**config.mk**
```make
export PLATFORM = sky130hd
export DESIGN_NAME = tc_mul_scheduler
export DESIGN_NICKNAME = d
export VERILOG_FILES = /design/src/rtl/tc_mul_scheduler.sv
export SDC_FILE = /design/constraint.sdc
export NUM_CORES = 1
export LEC_CHECK = 0
export ABC_AREA = 1
export ABC_CLOCK_PERIOD_IN_PS = 6300
export BUFFER_PORTS_ARGS = -buffer_cell sky130_fd_sc_hd__buf_2
export CORE_MARGIN = 4
export CORE_UTILIZATION = 60
export CTS_BUF_LIST = sky130_fd_sc_hd__clkbuf_8 sky130_fd_sc_hd__clkbuf_16
export DETAILED_ROUTE_END_ITERATION = 8
export GPL_TIMING_DRIVEN = 0
export HOLD_SLACK_MARGIN = 0.15
export PLACE_DENSITY = 0.91
export SKIP_CTS_REPAIR_TIMING = 1
export SYNTH_ARGS = -nofsm -noshare
export SYNTH_HDL_FRONTEND = slang
export SYNTH_SLANG_ARGS = --single-unit
```
**constraint.sdc**
```tcl
create_clock -name ap_clk -period 6.3 [get_ports ap_clk]
set_input_delay 1.26 -clock ap_clk [delete_from_list [all_inputs] [get_ports ap_clk]]
set_output_delay 1.26 -clock ap_clk [all_outputs]
set_load 0.02 [all_outputs]
```
**src/rtl/tc_mul_scheduler.sv**
```systemverilog
// Purpose: NREQ requesters share one signed 15x16 multiplier; each result carries its owner's id and tag.
// Latency: 2 cycles from acceptance to res_valid; one result per cycle sustained.
// Backpressure: res_ready=0 with S2 full holds both stages and drops every req_ready.
// Build option: TC_MUL_SCHED_ROUND_ROBIN_EN selects rotating-pointer arbitration; undefined gives fixed priority.
module tc_mul_scheduler #(
  parameter int NREQ  = 4,
  parameter int TAG_W = 8
) (
  input  logic                    ap_clk,
  input  logic                    ap_rst,
  input  logic [NREQ-1:0]         req_valid,
  output logic [NREQ-1:0]         req_ready,
  input  logic [NREQ*15-1:0]      req_a,
  input  logic [NREQ*16-1:0]      req_b,
  input  logic [NREQ*TAG_W-1:0]   req_tag,
  output logic                    res_valid,
  input  logic                    res_ready,
  output logic [29:0]             res_p,
  output logic [$clog2(NREQ)-1:0] res_id,
  output logic [TAG_W-1:0]        res_tag
);
  localparam int IDW = $clog2(NREQ);

  typedef struct packed {
    logic [14:0]      a;
    logic [15:0]      b;
    logic [IDW-1:0]   id;
    logic [TAG_W-1:0] tag;
  } op_t;

  op_t            gnt_dat;
  op_t            s1_dat;
  logic           s1_vld;
  logic           s2_vld;
  logic           advance;
  logic           accept;
  logic           gnt_vld;
  logic [IDW-1:0] gnt_idx;
  logic [29:0]    ext_a;
  logic [29:0]    ext_b;
  logic [29:0]    prod;

  // the whole pipe moves together whenever S2 is empty or being drained
  assign advance   = !s2_vld || res_ready;
  assign accept    = gnt_vld && advance;
  assign res_valid = s2_vld;

`ifdef TC_MUL_SCHED_ROUND_ROBIN_EN
  logic [IDW-1:0]  ptr;
  logic [NREQ-1:0] rot;
  logic [IDW:0]    sum;

  // first valid requester at or above ptr, wrapping past NREQ-1 back to 0
  always_comb begin
    gnt_vld = 1'b0;
    gnt_idx = '0;
    sum     = '0;
    rot     = NREQ'({req_valid, req_valid} >> ptr);
    for (int k = 0; k < NREQ; k++) begin
      if (!gnt_vld && rot[k]) begin
        gnt_vld = 1'b1;
        sum     = {1'b0, ptr} + (IDW+1)'(k);
        if (sum >= (IDW+1)'(NREQ)) sum = sum - (IDW+1)'(NREQ);
        gnt_idx = sum[IDW-1:0];
      end
    end
  end

  // move the pointer just past the winner, but only when the grant is taken
  always_ff @(posedge ap_clk or posedge ap_rst) begin
    if (ap_rst)      ptr <= '0;
    else if (accept) ptr <= (gnt_idx == IDW'(NREQ-1)) ? '0 : gnt_idx + IDW'(1);
  end
`else
  // lowest-indexed valid requester wins
  always_comb begin
    gnt_vld = 1'b0;
    gnt_idx = '0;
    for (int k = 0; k < NREQ; k++) begin
      if (!gnt_vld && req_valid[k]) begin
        gnt_vld = 1'b1;
        gnt_idx = IDW'(k);
      end
    end
  end
`endif

  // steer the winner's operands into S1 and raise only the winner's ready
  always_comb begin
    gnt_dat   = '0;
    req_ready = '0;
    for (int k = 0; k < NREQ; k++) begin
      if (gnt_idx == IDW'(k)) begin
        gnt_dat.a    = req_a[k*15 +: 15];
        gnt_dat.b    = req_b[k*16 +: 16];
        gnt_dat.tag  = req_tag[k*TAG_W +: TAG_W];
        req_ready[k] = accept && !ap_rst;
      end
    end
    gnt_dat.id = gnt_idx;
  end

  // S1: capture the granted request; a cycle with no grant loads a bubble
  always_ff @(posedge ap_clk or posedge ap_rst) begin
    if (ap_rst) begin
      s1_vld <= 1'b0;
      s1_dat <= '0;
    end else if (advance) begin
      s1_vld <= gnt_vld;
      if (gnt_vld) s1_dat <= gnt_dat;
    end
  end

  // sign-extend to 30 bits so the truncated product is the wrapped a*b
  assign ext_a = {{15{s1_dat.a[14]}}, s1_dat.a};
  assign ext_b = {{14{s1_dat.b[15]}}, s1_dat.b};
  assign prod  = ext_a * ext_b;

  // S2: register the product with its owner; holds while the consumer stalls
  always_ff @(posedge ap_clk or posedge ap_rst) begin
    if (ap_rst) begin
      s2_vld  <= 1'b0;
      res_p   <= '0;
      res_id  <= '0;
      res_tag <= '0;
    end else if (advance) begin
      s2_vld <= s1_vld;
      if (s1_vld) begin
        res_p   <= prod;
        res_id  <= s1_dat.id;
        res_tag <= s1_dat.tag;
      end
    end
  end
endmodule
```
# [Word level (Yosys, flattened, before mapping)]
# Cells that the tools add are included.
# Widths: inputs -> output; s select.
[totals] regBits=83 inputBits=163 output_inout_bits=45
[op_classes] mux=19 reduce_logical=14 mul=1 n_eq_ne=3
[ops] cell="$mux 31" count=4
[ops] cell="$mux 8" count=4
[ops] cell="$mul 15x16->30" count=1
[ops] cell="$mux 1" count=9
[ops] cell="$logic_and 1x1->1" count=5
[ops] cell="$logic_not 1->1" count=5
[ops] cell="$eq 2x2->1 const B" count=2
[ops] cell="$mux 2" count=2
[ops] cell="$reduce_and 2->1" count=2
[ops] cell="$eq 2x1->1 const B" count=1
[ops] cell="$logic_not 2->1" count=1
[ops] cell="$logic_or 1x1->1" count=1

# [Longest topological paths before layout]
[depth] depth_word=15 mapped_depth=30 depth_no_buf=28

# [Worst setup path before layout]
# OpenSTA, ideal clock, no wires.
[synth_timing] kind="register to register" startpoint="register s1_dat, in the netlist ext_a[5]" endpoint="register res_p[26]" synth_period_minus_slack_ps=5584 arrival_ps=5466 path_stages_with_launch=23 setup_slack_ps=716 setup_ps=118 path_cell_list="dfrtp_1 clkbuf_1 clkbuf_1 nand2_1 fa_1 inv_1 fa_1 inv_1 fa_1 fa_1 fa_1 fa_1 inv_1 ha_1 nand2_1 nor2_1 inv_1 nor3_1 nand3_1 nand3_1 nand2_1 nand3_1 nand2_1"
[synth_between] elab_chain_cells=1
[synth_rtl] element="start: declaration" line_no="32" source="op_t s1_dat;"
[synth_rtl] element="start signal: assignment" line_no="110" source="if (gnt_vld) s1_dat <= gnt_dat;"
[synth_rtl] element="$mul 15x16->30" line_no="117" source="assign prod = ext_a * ext_b;"
[synth_rtl] element="end signal: assignment" line_no="129" source="res_p <= prod;"
[synth_rtl] element="end: declaration" line_no="18" source="output logic [29:0] res_p,"
# No other way between the ends.
# A chain may end at the register's enable or synchronous reset.

# [Worst setup path in the final report]
[layout_timing] startpoint="register s1_dat, in the netlist ext_a[9]" endpoint="register res_p[29]"
# The elaborated chain is that of the path after synthesis.

==> flow_summary_export.csv <==
group,metric,value,unit
cts,clock_sinks,83,
cts,cts_tree,"built",
logic_synthesis,synthAdderAreaFrac,40.9,%
floorplanning,core-area,22600,µm²
critical_path,slowest_delay,620,ps
routing,drtAntennaViolNets,0,
logic_synthesis,synthDistinctLibCells,33,
critical_path,cp_common_cell,"nand2_1",
global_routing,grt_pass1_wl,67.4,mm
global_routing,grt_util_all_layers,33.6,%
cells_and_area,diodes,0,
critical_path,crit_path_cell_trace,"clkbuf_2, nand2_1, fa_1, inv_1, fa_1, fa_1, fa_1, fa_1, inv_1, fa_1, inv_1, ha_1, a21oi_1, nand2_1, nand2_1, nand2_1, nand2_1, nand2_1, nor2_1, nand3_1, nand3_1, nand2_1",
routing,first_iter_violations,990,
sta,tightest_slew,981,ps
logic_synthesis,synth_compound_area_share,5.96,%
routing,wl_per_cell,17.6,µm
global_routing,grt_use_met2,57.9,%
sta,skew,10.5,ps
floorplanning,die-area,25400,µm²
global_routing,grtUsageMet3,5.85,%
cells_and_area,register_area,2090,µm²
sta,max_freq,166,MHz
critical_path,required,6560,ps
sta,rsz0062_at_grt,"no",
cells_and_area,fill_cells,1920,
critical_path,cp_slowest_cell,"dfrtp_1",
critical_path,timing.rr.end,"res_p[29]",
cts,clockRootBuffer,"clkbuf_16",
logic_synthesis,synth_simple_gate_area_share,21.7,%
routing,dr.pass1.iters,8,
cells_and_area,multiInputGateArea,9510,µm²
sta,setup_viol,0,
place,place_ws,-473,ps
cts,cts.reportedPaths.clkPinSlew,80,ps
cts,cts_buffer_depth,2,
critical_path,cp-start-kind,"register",
worst_hold_path,hold_path.class,"register to register",
logic_synthesis,syn_inst,1852,
logic_synthesis,synth-xor-area-share,0.574,%
logic_synthesis,synth_seq_area_share,15.1,%
cts,cts_buffers,9,
worst_hold_path,min_from,"res_p[3]",
logic_synthesis,synth_top_family_by_area,"adder cells",
critical_path,cp-end-kind,"register",
run_status,status,"finished clean",
cts,cts_max_level,3,
sta,maxSlewHeadroom,34.4,%
logic_synthesis,ys.warnings.count,0,
critical_path,critical_path_depth,22,
worst_hold_path,holdPathEnd,"res_p[3]",
global_routing,grt_pass1_vias,13852,
critical_path,timing_worst_setup_path_type,"register to register",
critical_path,cp_top_family,"adder cells",
cells_and_area,layout.nets,2527,
cts,clk_latency,370,ps
logic_synthesis,synth_area_per_cell,7.42,µm²
routing,avgViaCountPerCell,5.47,
critical_path,worstReg2RegStart,"ext_a[9]",
place,dpl.hpwl,34.3,mm
cells_and_area,utilization,68.7,%
cells_and_area,fin_area,15500,µm²
place,dpl_cell_area,15200,µm²
routing,via_count,12813,
critical_path,arrival,6290,ps
critical_path,reg2reg_depth,22,
worst_hold_path,hold_path_depth,2,
global_routing,grt_start_max_net_pins,44,
sta,drv_slew,0,
floorplanning,die_w,159,µm
routing,drc,0,
logic_synthesis,netlist_area,13700,µm²
cells_and_area,layout-drive-gt1-share,14.4,%
logic_synthesis,synth_mux_area_share,0,%
critical_path,path_buf_inv,4,
cells_and_area,synthToLayoutAreaGrowth,12.9,%
floorplanning,boundaryPins,208,
sta,postLayoutSetupSlackWorst,267,ps
global_routing,grt_busiest_layer,"met2",
place,port_buffers,206,
routing,finalWirelength,41.3,mm
global_routing,antenna_found_initial,0,
sta,whs,468,ps
global_routing,grt_use_met1,41.2,%
place,routabilityCongestion,0.967,
sta,timing.final.crit_share,95.8,%
critical_path,cp_max_fo,10,
logic_synthesis,ys_ff_latch,83,
logic_synthesis,synth_nets,2326,
floorplanning,std_cell_rows,55,
floorplanning,die_h,159,µm
global_routing,grt.overflow.total,0,
critical_path,reg2reg_slack,270,ps
sta,post-route-min-period,6030,ps
flow_run,cap_violations,0,
floorplanning,initial_core_util,60.9,%
sta,hold_viol,0,
cells in the mapped netlist:
library cell | number | area share [%]
nand3_1 | 117 | 4.3
nand3b_1 | 2 | 0.11
nand2_2 | 1 | 0.046
a221oi_1 | 1 | 0.064
buf_4 | 3 | 0.16
o21ai_2 | 1 | 0.064
buf_6 | 1 | 0.082
fa_1 | 230 | 34
buf_2 | 14 | 0.51
nor3_1 | 9 | 0.33
o21ai_1 | 8 | 0.29
nor2_1 | 65 | 1.8
nand2_1 | 521 | 14
a21oi_1 | 64 | 2.3
xnor2_1 | 7 | 0.45
a31o_2 | 1 | 0.064
a211oi_1 | 17 | 0.93
inv_1 | 474 | 13
o21ai_0 | 41 | 1.5
o31ai_2 | 1 | 0.091
or2_2 | 2 | 0.091
clkbuf_1 | 74 | 2.0
a21o_1 | 1 | 0.055
dfrtp_1 | 83 | 15
nor2_2 | 1 | 0.046
nor3_2 | 1 | 0.073
a31oi_1 | 9 | 0.41
xor2_1 | 2 | 0.13
nand4_1 | 14 | 0.64
ha_1 | 81 | 7.4
nor2_4 | 1 | 0.082
inv_2 | 2 | 0.055
o21bai_1 | 3 | 0.16
cells in the final DEF, fill, tap and decap left out, drive strengths merged, types with 3 or more instances in the layout:
master / netlist / routed
buf: 18 / 229
ha: 81 / 81
nand4: 14 / 14
a31oi: 9 / 9
fa: 230 / 230
a21oi: 64 / 64
nor2: 67 / 67
clkbuf: 74 / 63
nor3: 10 / 10
nand2: 522 / 522
a211oi: 17 / 17
dfrtp: 83 / 83
xnor2: 7 / 7
o21ai: 50 / 50
inv: 476 / 480
nand3: 117 / 117
o21bai: 3 / 3
sequential cells by signal (all words and copies together), names as in the netlist:
signal     count
res_p         30
ext_b         16
ext_a         15
s1_dat        10
res_tag        8
res_id         2
res_valid      1
s1_vld         1
through the flow:
stage          setup TNS [ps]  std cells
2_1_floorplan               0       1852
3_3_place_gp            -2610       2343
3_5_place_dp            -3310       2344
4_1_cts                 -3810       2360
5_1_grt                     0       2343
6_report                    0       2343
how the worst max path moves through the flow:
stage | startpoint | to | slack, ps
6_report | ext_a[9] | res_p[29] | 270
5_1_grt | ext_a[13] | res_p[29] | 10
4_1_cts | ext_a[4] | res_p[26] | -520
3_5_place_dp | ext_a[4] | res_p[26] | -470
3_3_place_gp | ext_a[4] | res_p[26] | -410
2_1_floorplan | ext_a[5] | res_p[26] | 720
cell families after synthesis:
group | after synthesis
flip-flops | 83
AND/OR/NAND/NOR | 734
adder cells (fa/ha/maj) | 311
buffers and inverters | 568
AO/OA/AOI/OAI | 147
XOR/XNOR | 9
layout make-up:
type	instances	area share [%]
Sequential cell	83	13.5
Buffer	72	2.28
Timing Repair Buffer	210	7.05
Clock buffer	10	1.54
Clock inverter	6	0.484
Tap cell	285	2.30
Multi-Input combinational cell	1201	61.3
Inverter	476	11.5
worst min-delay path: stages (launching register included):
cell and delay (ps):
dfrtp_1 340, nand2_1 50, nand2_1 40
layer usage:
layer	vias to the layer above	part of all wire (%)
li1	5850	-
met1	6230	37
met3	130	8.4
met5	-	0
met4	0	4.9
met2	603	50
Power is left out: the tool's default activity adds up to more than one toggle a clock period on the data nets, which glitch-free logic cannot reach.
